--- src/rtl/scrambler_pkg.sv ---
// Purpose    : constants and state encoding shared by the scrambler and descrambler.
// Latency    : n/a (declarations only).
// Backpressure: n/a.
// Contents   : SCR_WIDTH, SCR_POLY, SCR_DEFAULT_SEED, SCR_CNT_W, scr_state_e.
package scrambler_pkg;

    localparam int                  SCR_WIDTH        = 32;
    localparam logic [SCR_WIDTH-1:0] SCR_POLY        = 32'h04C1_1DB7;
    localparam logic [SCR_WIDTH-1:0] SCR_DEFAULT_SEED = 32'hFFFF_FFFF;
    localparam int                  SCR_CNT_W        = 16;

    // IDLE until the first seed is loaded; RUN forever after (reseeds stay in RUN).
    typedef enum logic {
        SCR_IDLE = 1'b0,
        SCR_RUN  = 1'b1
    } scr_state_e;

endpackage

--- src/rtl/lfsr_descrambler_if.sv ---
// Purpose    : seed/input/output handshake bundle for the LFSR (de)scrambler.
// Latency    : n/a (wiring only).
// Backpressure: valid/ready on both the input and output streams.
// Ports      : master drives seed_load/seed/in_valid/in_data/out_ready;
//              slave drives in_ready/out_valid/out_data/word_count/locked.
interface lfsr_descrambler_if
    import scrambler_pkg::*;
#(
    parameter int WIDTH = SCR_WIDTH,
    parameter int CNT_W = SCR_CNT_W
);

    logic             seed_load;
    logic [WIDTH-1:0] seed;
    logic             in_valid;
    logic             in_ready;
    logic [WIDTH-1:0] in_data;
    logic             out_valid;
    logic             out_ready;
    logic [WIDTH-1:0] out_data;
    logic [CNT_W-1:0] word_count;
    logic             locked;

    modport master (
        output seed_load, seed, in_valid, in_data, out_ready,
        input  in_ready, out_valid, out_data, word_count, locked
    );

    modport slave (
        input  seed_load, seed, in_valid, in_data, out_ready,
        output in_ready, out_valid, out_data, word_count, locked
    );

endinterface

--- src/rtl/lfsr_advance.sv ---
// Purpose    : advances a Galois LFSR by WIDTH steps in one combinational pass.
// Latency    : combinational, 0 cycles.
// Backpressure: none; the caller decides when to register the result.
// Ports      : i_state (current LFSR), o_state (state after WIDTH steps).
module lfsr_advance #(
    parameter int               WIDTH = 32,
    parameter logic [WIDTH-1:0] POLY  = 32'h04C1_1DB7
) (
    input  logic [WIDTH-1:0] i_state,
    output logic [WIDTH-1:0] o_state
);

    logic [WIDTH-1:0] w_s;

    // One step: shift left, fold the polynomial in when the bit shifted out was 1.
    // Unrolled WIDTH times so every accepted word consumes a fresh WIDTH-bit keystream.
    always_comb begin
        w_s = i_state;
        for (int k = 0; k < WIDTH; k++) begin
            w_s = {w_s[WIDTH-2:0], 1'b0} ^ (w_s[WIDTH-1] ? POLY : '0);
        end
        o_state = w_s;
    end

endmodule

--- src/rtl/lfsr_descrambler.sv ---
// Purpose    : XORs an LFSR keystream onto a 32-bit word stream (descramble; scramble when fed plaintext).
// Latency    : 1 cycle from accept to out_valid; 1 word/cycle sustained.
// Backpressure: in_ready drops while a held output word is not taken; LFSR frozen meanwhile.
// Ports      : clk, reset_n (sync, active-low), bus (lfsr_descrambler_if.slave):
//              seed_load/seed, in_valid/in_ready/in_data, out_valid/out_ready/out_data,
//              word_count (words accepted since seed load), locked (keystream seeded).
module lfsr_descrambler
    import scrambler_pkg::*;
#(
    parameter int               WIDTH        = SCR_WIDTH,
    parameter logic [WIDTH-1:0] POLY         = SCR_POLY,
    parameter logic [WIDTH-1:0] DEFAULT_SEED = SCR_DEFAULT_SEED,
    parameter int               CNT_W        = SCR_CNT_W
) (
    input  logic                clk,
    input  logic                reset_n,
    lfsr_descrambler_if.slave   bus
);

    scr_state_e       r_state;
    scr_state_e       w_state_nxt;
    logic [WIDTH-1:0] r_lfsr;
    logic [WIDTH-1:0] w_lfsr_adv;
    logic             r_out_valid;
    logic [WIDTH-1:0] r_out_data;
    logic [CNT_W-1:0] r_word_count;
    logic             w_in_ready;
    logic             w_accept;
    logic             w_drain;
    logic             w_locked;

    lfsr_advance #(
        .WIDTH (WIDTH),
        .POLY  (POLY)
    ) u_lfsr_advance (
        .i_state (r_lfsr),
        .o_state (w_lfsr_adv)
    );

    // reset_n gates in_ready so nothing is accepted in the reset cycle even
    // though r_state only clears on the edge. A seed_load cycle never accepts,
    // so the first word after a load always sees the new seed.
    assign w_in_ready = reset_n && (r_state == SCR_RUN) && !bus.seed_load &&
                        (!r_out_valid || bus.out_ready);
    assign w_accept   = bus.in_valid && w_in_ready;
    assign w_drain    = r_out_valid && bus.out_ready;

    // State register
    always_ff @(posedge clk) begin
        if (!reset_n) begin
            r_state <= SCR_IDLE;
        end else begin
            r_state <= w_state_nxt;
        end
    end

    // Next-state / outputs
    always_comb begin
        w_state_nxt = r_state;
        w_locked    = 1'b0;
        case (r_state)
            SCR_IDLE: begin
                if (bus.seed_load) begin
                    w_state_nxt = SCR_RUN;
                end
            end
            SCR_RUN: begin
                w_locked = 1'b1;
            end
            default: begin
                w_state_nxt = SCR_IDLE;
            end
        endcase
    end

    // Datapath: seed load has priority over accept/drain and flushes the held word.
    always_ff @(posedge clk) begin
        if (!reset_n) begin
            r_lfsr       <= DEFAULT_SEED;
            r_out_valid  <= 1'b0;
            r_out_data   <= '0;
            r_word_count <= '0;
        end else if (bus.seed_load) begin
            // An all-zero Galois LFSR never leaves zero, so substitute a live seed.
            r_lfsr       <= (bus.seed == '0) ? DEFAULT_SEED : bus.seed;
            r_out_valid  <= 1'b0;
            r_word_count <= '0;
        end else if (w_accept) begin
            r_out_data   <= bus.in_data ^ r_lfsr;
            r_out_valid  <= 1'b1;
            r_lfsr       <= w_lfsr_adv;
            r_word_count <= r_word_count + CNT_W'(1);
        end else if (w_drain) begin
            r_out_valid  <= 1'b0;
        end
    end

    assign bus.in_ready   = w_in_ready;
    assign bus.out_valid  = r_out_valid;
    assign bus.out_data   = r_out_data;
    assign bus.word_count = r_word_count;
    assign bus.locked     = w_locked;

endmodule

--- src/flat_wrapper.sv ---
// flat-port wrapper written by rule: the top's interface ports become plain ports
module lfsr_descrambler_flat import scrambler_pkg::*;
#(
    parameter int               WIDTH        = SCR_WIDTH,
    parameter logic [WIDTH-1:0] POLY         = SCR_POLY,
    parameter logic [WIDTH-1:0] DEFAULT_SEED = SCR_DEFAULT_SEED,
    parameter int               CNT_W        = SCR_CNT_W
)
  (clk, reset_n, bus_seed_load, bus_seed, bus_in_valid, bus_in_data, bus_out_ready, bus_in_ready, bus_out_valid, bus_out_data, bus_word_count, bus_locked);
  lfsr_descrambler_if #(.WIDTH(WIDTH), .CNT_W(CNT_W)) bus_i ();
  input  logic clk;
  input  logic reset_n;
  input wire logic [$bits(bus_i.seed_load)-1:0] bus_seed_load;
  input wire logic [$bits(bus_i.seed)-1:0] bus_seed;
  input wire logic [$bits(bus_i.in_valid)-1:0] bus_in_valid;
  input wire logic [$bits(bus_i.in_data)-1:0] bus_in_data;
  input wire logic [$bits(bus_i.out_ready)-1:0] bus_out_ready;
  output wire logic [$bits(bus_i.in_ready)-1:0] bus_in_ready;
  output wire logic [$bits(bus_i.out_valid)-1:0] bus_out_valid;
  output wire logic [$bits(bus_i.out_data)-1:0] bus_out_data;
  output wire logic [$bits(bus_i.word_count)-1:0] bus_word_count;
  output wire logic [$bits(bus_i.locked)-1:0] bus_locked;
  assign bus_i.seed_load = bus_seed_load;
  assign bus_i.seed = bus_seed;
  assign bus_i.in_valid = bus_in_valid;
  assign bus_i.in_data = bus_in_data;
  assign bus_i.out_ready = bus_out_ready;
  assign bus_in_ready = bus_i.in_ready;
  assign bus_out_valid = bus_i.out_valid;
  assign bus_out_data = bus_i.out_data;
  assign bus_word_count = bus_i.word_count;
  assign bus_locked = bus_i.locked;
  lfsr_descrambler #(.WIDTH(WIDTH), .POLY(POLY), .DEFAULT_SEED(DEFAULT_SEED), .CNT_W(CNT_W)) u_core (.clk(clk), .reset_n(reset_n), .bus(bus_i));
endmodule
--- config.mk ---
export PLATFORM = sky130hd
export DESIGN_NAME = lfsr_descrambler_flat
export DESIGN_NICKNAME = d
export VERILOG_FILES = /design/src/rtl/scrambler_pkg.sv /design/src/rtl/lfsr_descrambler_if.sv /design/src/rtl/lfsr_advance.sv /design/src/rtl/lfsr_descrambler.sv /design/src/flat_wrapper.sv
export SDC_FILE = /design/constraint.sdc
export NUM_CORES = 1
export LEC_CHECK = 0
export ABC_CLOCK_PERIOD_IN_PS = 5500
export CAP_MARGIN = 10
export CORE_UTILIZATION = 58
export DETAILED_ROUTE_END_ITERATION = 8
export GPL_TIMING_DRIVEN = 0
export PLACE_DENSITY_LB_ADDON = 0.12
export SYNTH_ARGS = -nofsm -noshare
export SYNTH_HDL_FRONTEND = slang
export SYNTH_SLANG_ARGS = --single-unit
--- constraint.sdc ---
create_clock -name clk -period 5.5 [get_ports clk]
set_input_delay 0.825 -clock clk [delete_from_list [all_inputs] [get_ports clk]]
set_output_delay 0.825 -clock clk [all_outputs]
set_load 0.01 [all_outputs]
==> summary.md <==
| Metric | Value |
|---|---|
| Gates resized, CTS repair | `0` |
| Min-Delay Endpoint | `u_core.bus.out_data[29]` |
| ANT cells | `0` |
| CTS tree | `yes` |
| Reg2reg path depth | `9` |
| GRT Total Usage | `35.2%` |
| Final TNS setup | `0 ns` |
| Die W | `108 microns` |
| Final nets | `840` |
| Cell type with the highest aggregate area in the netlist | `dfxtp_1` |
| Worst Setup End Kind | `flop` |
| Register area share after synthesis | `25.0%` |
| Routability Congestion | `0.947` |
| Data required, critical path | `5.79 ns` |
| Clk_lat worst skew | `0.35 ns` |
| CTS root buf | `clkbuf_16` |
| Clock sink count | `82` |
| Synth Cell Area | `6570 sq um` |
| Post-synth top cells | `xnor2_1 (171), dfxtp_1 (82), nand2_1 (65)` |
| Post-route cell area | `8240 sq um` |
| Post-route ant nets | `0` |
| Max Fclk | `259 MHz` |
| Hold depth | `1` |
| I/O pin count | `120` |
| Clk slew on worst S/H paths | `0.06 ns` |
| Synth cell types | `48` |
| Antenna violations before repair | `0` |
| Reg-to-Reg End | `u_core.r_lfsr[19]` |
| Flop and latch count out of synthesis | `82` |
| R2r startpoint | `u_core.r_lfsr[20]` |
| Synth Area per Inst | `10.2 sq um` |
| HPWL Detailed | `15800 microns` |
| Final setup violation count | `0` |
| Routed length per instance | `21.9 microns` |
| Fin. Hold Viols | `0` |
| Area taken by multi-input logic gates | `4710 sq um` |
| Critical path fanouts, max | `6` |
| Vias in the first global route | `5198` |
| Starting Density | `60.0%` |
| Hold path start | `u_core.bus.out_data[29]` |
| RSZ-0062 raised after global routing | `no` |
| Clock skew | `0.00642 ns` |
| Via count | `5404` |
| Number of synthesized flops with an enable pin | `0` |
| Die area | `11800 sq um` |
| Detailed-route DRC error count | `0` |
| Area post-placement | `7920 sq um` |
| Core area | `10900 sq um` |
| Area Overhead vs Synth | `25.5%` |
| Instance count of the mapped netlist | `641` |
| Worst-margin pin slew | `0.753 ns` |
| FILL cells | `792` |
| Critical Path Start Type | `flop` |
| H-tree Lvls | `3` |
| HP Class | `reg -> reg` |
| Num rows | `38` |
| Max Cap Viol | `0` |
| Share of synthesized registers carrying an async set or reset | `0%` |
| Post-CTS setup buffer count | `0` |
| Slew HR | `49.8%` |
| Final Cycle Share | `70.2%` |
| Crit path arrival time | `4.16 ns` |
| Syn nets | `711` |
| Most used DFF post-synth | `dfxtp_1` |
| Register Area | `1640 sq um` |
| Via/cell ratio | `5.91` |
| Warnings, synthesis | `0` |
| Final global-route overflow total | `0` |
| Largest net degree at the start of global routing | `15` |
| Leading cell type by number of instances after synthesis | `xnor2_1` |
| Drt first pass iters | `5` |
| CP Class | `reg -> reg` |
| Top cells by area, synth | `dfxtp_1 (25%), xnor2_1 (23%), xnor3_1 (9.9%)` |
| WL final | `20000 microns` |
| Worst reg2reg setup slack | `1.64 ns` |
| Die extent in y | `108 microns` |
| Final worst path period need | `3.86 ns` |
| First-pass GRT wire length | `29900 microns` |
| Buffers on Ports | `118` |
| Worst hold slack | `0.498 ns` |
| Post-CTS Hold Buffers | `0` |
| Initial DRC count | `613` |
| Status | `finished, final reports clean` |
| Cts bufs inserted | `9` |
| Max clock buf depth | `2` |
| Area share of the largest cell type after synthesis | `25.0%` |
| Final slew viol count | `0` |
| Layout cells sized above 1 | `8.00%` |
kinds of logic (layout without fill, tap and decap cells):
family                     count (synthesis)  after routing  synth area share, %
buffers and inverters                     45            179                 3.30
adders and majority gates                  1              1                0.191
and+or+nand+nor                          127            127                 8.67
DFF                                       82             82                 25.0
AOI/OAI and AO/OA                        105            105                 12.3
xor gates and xnor gates                 281            281                 50.6
state kept, by name, summed over array words and instances (netlist names):
signal / cells
u_core.bus.out_valid: 1
u_core.r_lfsr: 32
u_core.bus.word_count: 16
u_core.bus.out_data: 32
u_core.r_state: 1
metal layers:
metal / GRT usage, % / wire [microns] / vias up
li1: - / - / 2454
met1: 45.7 / 8430 / 2619
met2: 57.0 / 9320 / 273
met3: 7.47 / 1600 / 58
met4: 14.4 / 651 / 0
met5: 0 / 0 / -
cell usage in the layout, fill, tap and decap left out, types with 9 or more instances in the layout:
cell type,synthesis,layout
xnor2_1,171,171
clkdlybuf4s50_1,0,118
dfxtp_1,82,82
nand2_1,65,65
xor2_1,44,44
o211a_1,32,32
xnor3_1,29,29
clkbuf_1,26,27
o21ai_0,22,22
nor2_1,19,19
a21oi_1,14,14
nand3_1,12,12
o2111ai_1,10,10
clkbuf_16,0,9
worst max-delay path, stage by stage, from the launching register on:
cell,delay [ns]
dfxtp_1,0.31
clkbuf_1,0.37
xnor3_1,0.59
xor2_2,0.35
xnor3_1,0.58
xnor3_1,0.41
xor2_2,0.26
xnor3_1,0.53
a211o_1,0.32
nand3_1,0.08
final cells by class:
cell class / count / area share (%)
Multi-Input combinational cell: 514 / 57.1
Inverter: 3 / 0.137
Buffer: 42 / 2.49
Clock buffer: 10 / 2.78
Tap cell: 140 / 2.13
Clock inverter: 6 / 1.09
Sequential cell: 82 / 19.9
Timing Repair Buffer: 118 / 14.3
stage by stage:
step | worst slack, ns | util (%) | std cells
after floorplan | 2.28 | - | 641
after global placement | 1.70 | 72.4 | 899
after detailed placement | 1.71 | 72.4 | 899
after CTS | 1.68 | 75.4 | 915
after global routing | 1.51 | 75.4 | 915
final | 1.64 | 75.4 | 915
how the worst max path moves through the flow:
| stage | startpoint | endpoint | slack [ns] | cells past startpoint |
|---|---|---|---|---|
| 6_report | u_core.r_lfsr[20] | u_core.r_lfsr[19] | 1.64 | 9 |
| 5_1_grt | u_core.r_lfsr[28] | u_core.r_lfsr[17] | 1.51 | 9 |
| 4_1_cts | u_core.r_lfsr[20] | u_core.r_lfsr[19] | 1.68 | 9 |
| 3_5_place_dp | u_core.r_lfsr[20] | u_core.r_lfsr[19] | 1.71 | 9 |
| 3_3_place_gp | u_core.r_lfsr[20] | u_core.r_lfsr[19] | 1.70 | 9 |
| 2_1_floorplan | u_core.r_lfsr[23] | u_core.r_lfsr[17] | 2.28 | 9 |
Power is not shown: default switching activity piles up to over one toggle a cycle in this logic, so the estimate is an artifact.
==> patch: new RTL, same flow settings <==
Set the package constant `SCR_CNT_W` to 32 (it was 16).
--- a/src/rtl/scrambler_pkg.sv
+++ b/src/rtl/scrambler_pkg.sv
@@ -9,3 +9,3 @@
     localparam logic [SCR_WIDTH-1:0] SCR_DEFAULT_SEED = 32'hFFFF_FFFF;
-    localparam int                  SCR_CNT_W        = 16;
+    localparam int                  SCR_CNT_W        = 32;
 
Interface: changed (resized bus_word_count); port bits go from 120 to 136. The function was not compared with the original's and may differ.
==> patch against the original RTL <==
Utilization decreased by 0.83 points. Maximum frequency increased by 3.5%. Sequential cell count increased by 16. Area after synthesis increased by 15%. First-iteration DRC count decreased by 13%. Clock skew increased by 0.0029 ns. Cell area increased by 14%. Worst setup slack improved by 0.13 ns. Wire length increased by 10%. Critical endpoint is now u_core.r_lfsr[23]$_SDFFE_PN1P_.
Power is not shown: default switching activity piles up to over one toggle a cycle in this logic, so the estimate is an artifact.
==> patch: results (changes against the original RTL) <==
place_congestion: 0.9394  # was 0.9466
antenna_found_initial: 1  # was 0
critPathArrivalTime_ns: 3.98  # was 4.16 ns
drt_pass1_iterations: 5  # unchanged
status: "completed"  # unchanged
wire_per_inst_um: 20.84  # was 21.85 µm
yosys-top-cells-count: "xnor2_1 (145), dfxtp_1 (98), nor2_1 (74), xor2_1 (54), nand2_1 (50)"  # was xnor2_1 (171), dfxtp_1 (82), nand2_1 (65), xor2_1 (44), o211a_1 (32)
nets: 949  # was 840
wirelength_um: 22010  # was 20000 µm
synthArstFlopShare: 0  # unchanged
skew_ns: 0.009317  # was 0.006425 ns
clk_latency_ns: 0.36
worstHoldPathCells: 2  # was 1
grt_pass1_vias: 5710  # was 5198
synth_nets: 803  # was 711
synthCells: 733  # was 641
drive_gt1_frac: 0.08597  # was 0.08000
ys_types: 48  # unchanged
rrSetupSlack_ns: 1.77  # was 1.64 ns
n_fill_cell: 953  # was 792
critPathMaxFanout: 10  # was 6
grt_use_total: 0.3393  # was 0.3525
ys.warnings.count: 0  # unchanged
whs_endpoint: "u_core.bus.out_data[18]$_SDFFE_PN0P_"  # was u_core.bus.out_data[29]$_SDFFE_PN0P_
grt_pass1_wl_um: 32980  # was 29930 µm
drt_iter0_drc: 536  # was 613
tightest_slew_ns: 0.8699  # was 0.7525 ns
synth.yosys.seq_area_share: 0.2604  # was 0.2500
num_antenna_cells: 0  # unchanged
ys.flop_type: "dfxtp_1"  # unchanged
post-place-cells: 1040  # was 899
r2r_start: "u_core.r_lfsr[24]$_SDFFE_PN1P_"  # was u_core.r_lfsr[20]$_SDFFE_PN1P_
io_buffer_count: 135  # was 118
cts_buffers: 9  # unchanged
yosys-top-cells-area: "dfxtp_1 (26%), xnor2_1 (17%), xnor3_1 (10%), xor2_1 (6.3%), xnor2_4 (4.8%)"  # was dfxtp_1 (25%), xnor2_1 (23%), xnor3_1 (9.9%), xor2_1 (5.9%), o211a_1 (4.9%)
viasPerCell: 5.691  # was 5.906
postCtsSetupBuffers: 0  # unchanged
ctsLongestPathBuffers: 2  # unchanged
htreeDepth: 3  # unchanged
worstReg2RegEnd: "u_core.r_lfsr[23]$_SDFFE_PN1P_"  # was u_core.r_lfsr[19]$_SDFFE_PN1P_
cts_resized: 0  # unchanged
grt_max_degree: 19  # was 15
hpwlAfterDp_um: 17560  # was 15750 µm
hold_start: "u_core.bus.out_data[18]$_SDFFE_PN0P_"  # was u_core.bus.out_data[29]$_SDFFE_PN0P_
hold_path_class: "reg2reg"  # unchanged
hold_slack_ns: 0.4997  # was 0.4975 ns
patch: changes by cell type after synthesis, moves of 10 or more:
cell      unedited run  this run
nor2_1              19        74
a211oi_1             0        33
o211a_1             32         0
xnor2_1            171       145
dfxtp_1             82        98
nand2_1             65        50
xor2_1              44        54
patch: worst max-delay path by stage:
stage	start	end	slack (ns)
2_1_floorplan	u_core.r_lfsr[24]$_SDFFE_PN1P_	u_core.r_lfsr[7]$_SDFFE_PN1P_	2.30
3_3_place_gp	u_core.r_lfsr[24]$_SDFFE_PN1P_	u_core.r_lfsr[23]$_SDFFE_PN1P_	1.86
3_5_place_dp	reset_n	u_core.bus.word_count[22]$_SDFFE_PP0P_	1.80
4_1_cts	u_core.r_lfsr[24]$_SDFFE_PN1P_	u_core.r_lfsr[23]$_SDFFE_PN1P_	1.81
5_1_grt	u_core.r_lfsr[24]$_SDFFE_PN1P_	u_core.r_lfsr[26]$_SDFFE_PN1P_	1.68
6_report	u_core.r_lfsr[24]$_SDFFE_PN1P_	u_core.r_lfsr[23]$_SDFFE_PN1P_	1.77
patch: critical path, stage by stage, from the launching register on:
cell and delay [ns]:
dfxtp_1 0.32, buf_6 0.19, xor3_2 0.55, xnor2_4 0.31, xnor3_2 0.59, xnor2_4 0.41
xnor2_4 0.21, xor2_4 0.30, xnor3_1 0.53, a21o_1 0.21
patch: layer usage:
layer,wire [µm],global-route usage,up-vias
met4,682,0.1368,2
li1,-,-,2799
met1,9317,0.4568,2873
met5,31,0,-
met3,2105,0.08054,44
met2,9874,0.5262,292
patch: stage by stage:
stage,worst slack [ns],utilization,instance area [µm²]
after floorplan,2.301,-,7533
after global placement,1.862,0.7211,9100
after detailed placement,1.797,0.7211,9100
after CTS,1.806,0.7454,9407
after global routing,1.679,0.7454,9407
final,1.769,0.7454,9407
patch: cell type report:
class	instances	area share
plain buffers	42	0.02235
flip-flops and latches	98	0.2086
clock inverters	7	0.008646
inverters	5	0.001995
clock buffers	9	0.02394
repair buffers	135	0.1437
well taps	172	0.02288
multi-input cells	588	0.5680
patch: cells by family (layout without fill, tap and decap cells):
group	Yosys count	after routing	share of synthesized area
xor+xnor	285	285	0.4956
fa+ha+maj	1	1	0.001661
compound gates	113	113	0.09849
simple gates	189	189	0.1134
buf+inv	47	198	0.03039
flops	98	98	0.2604
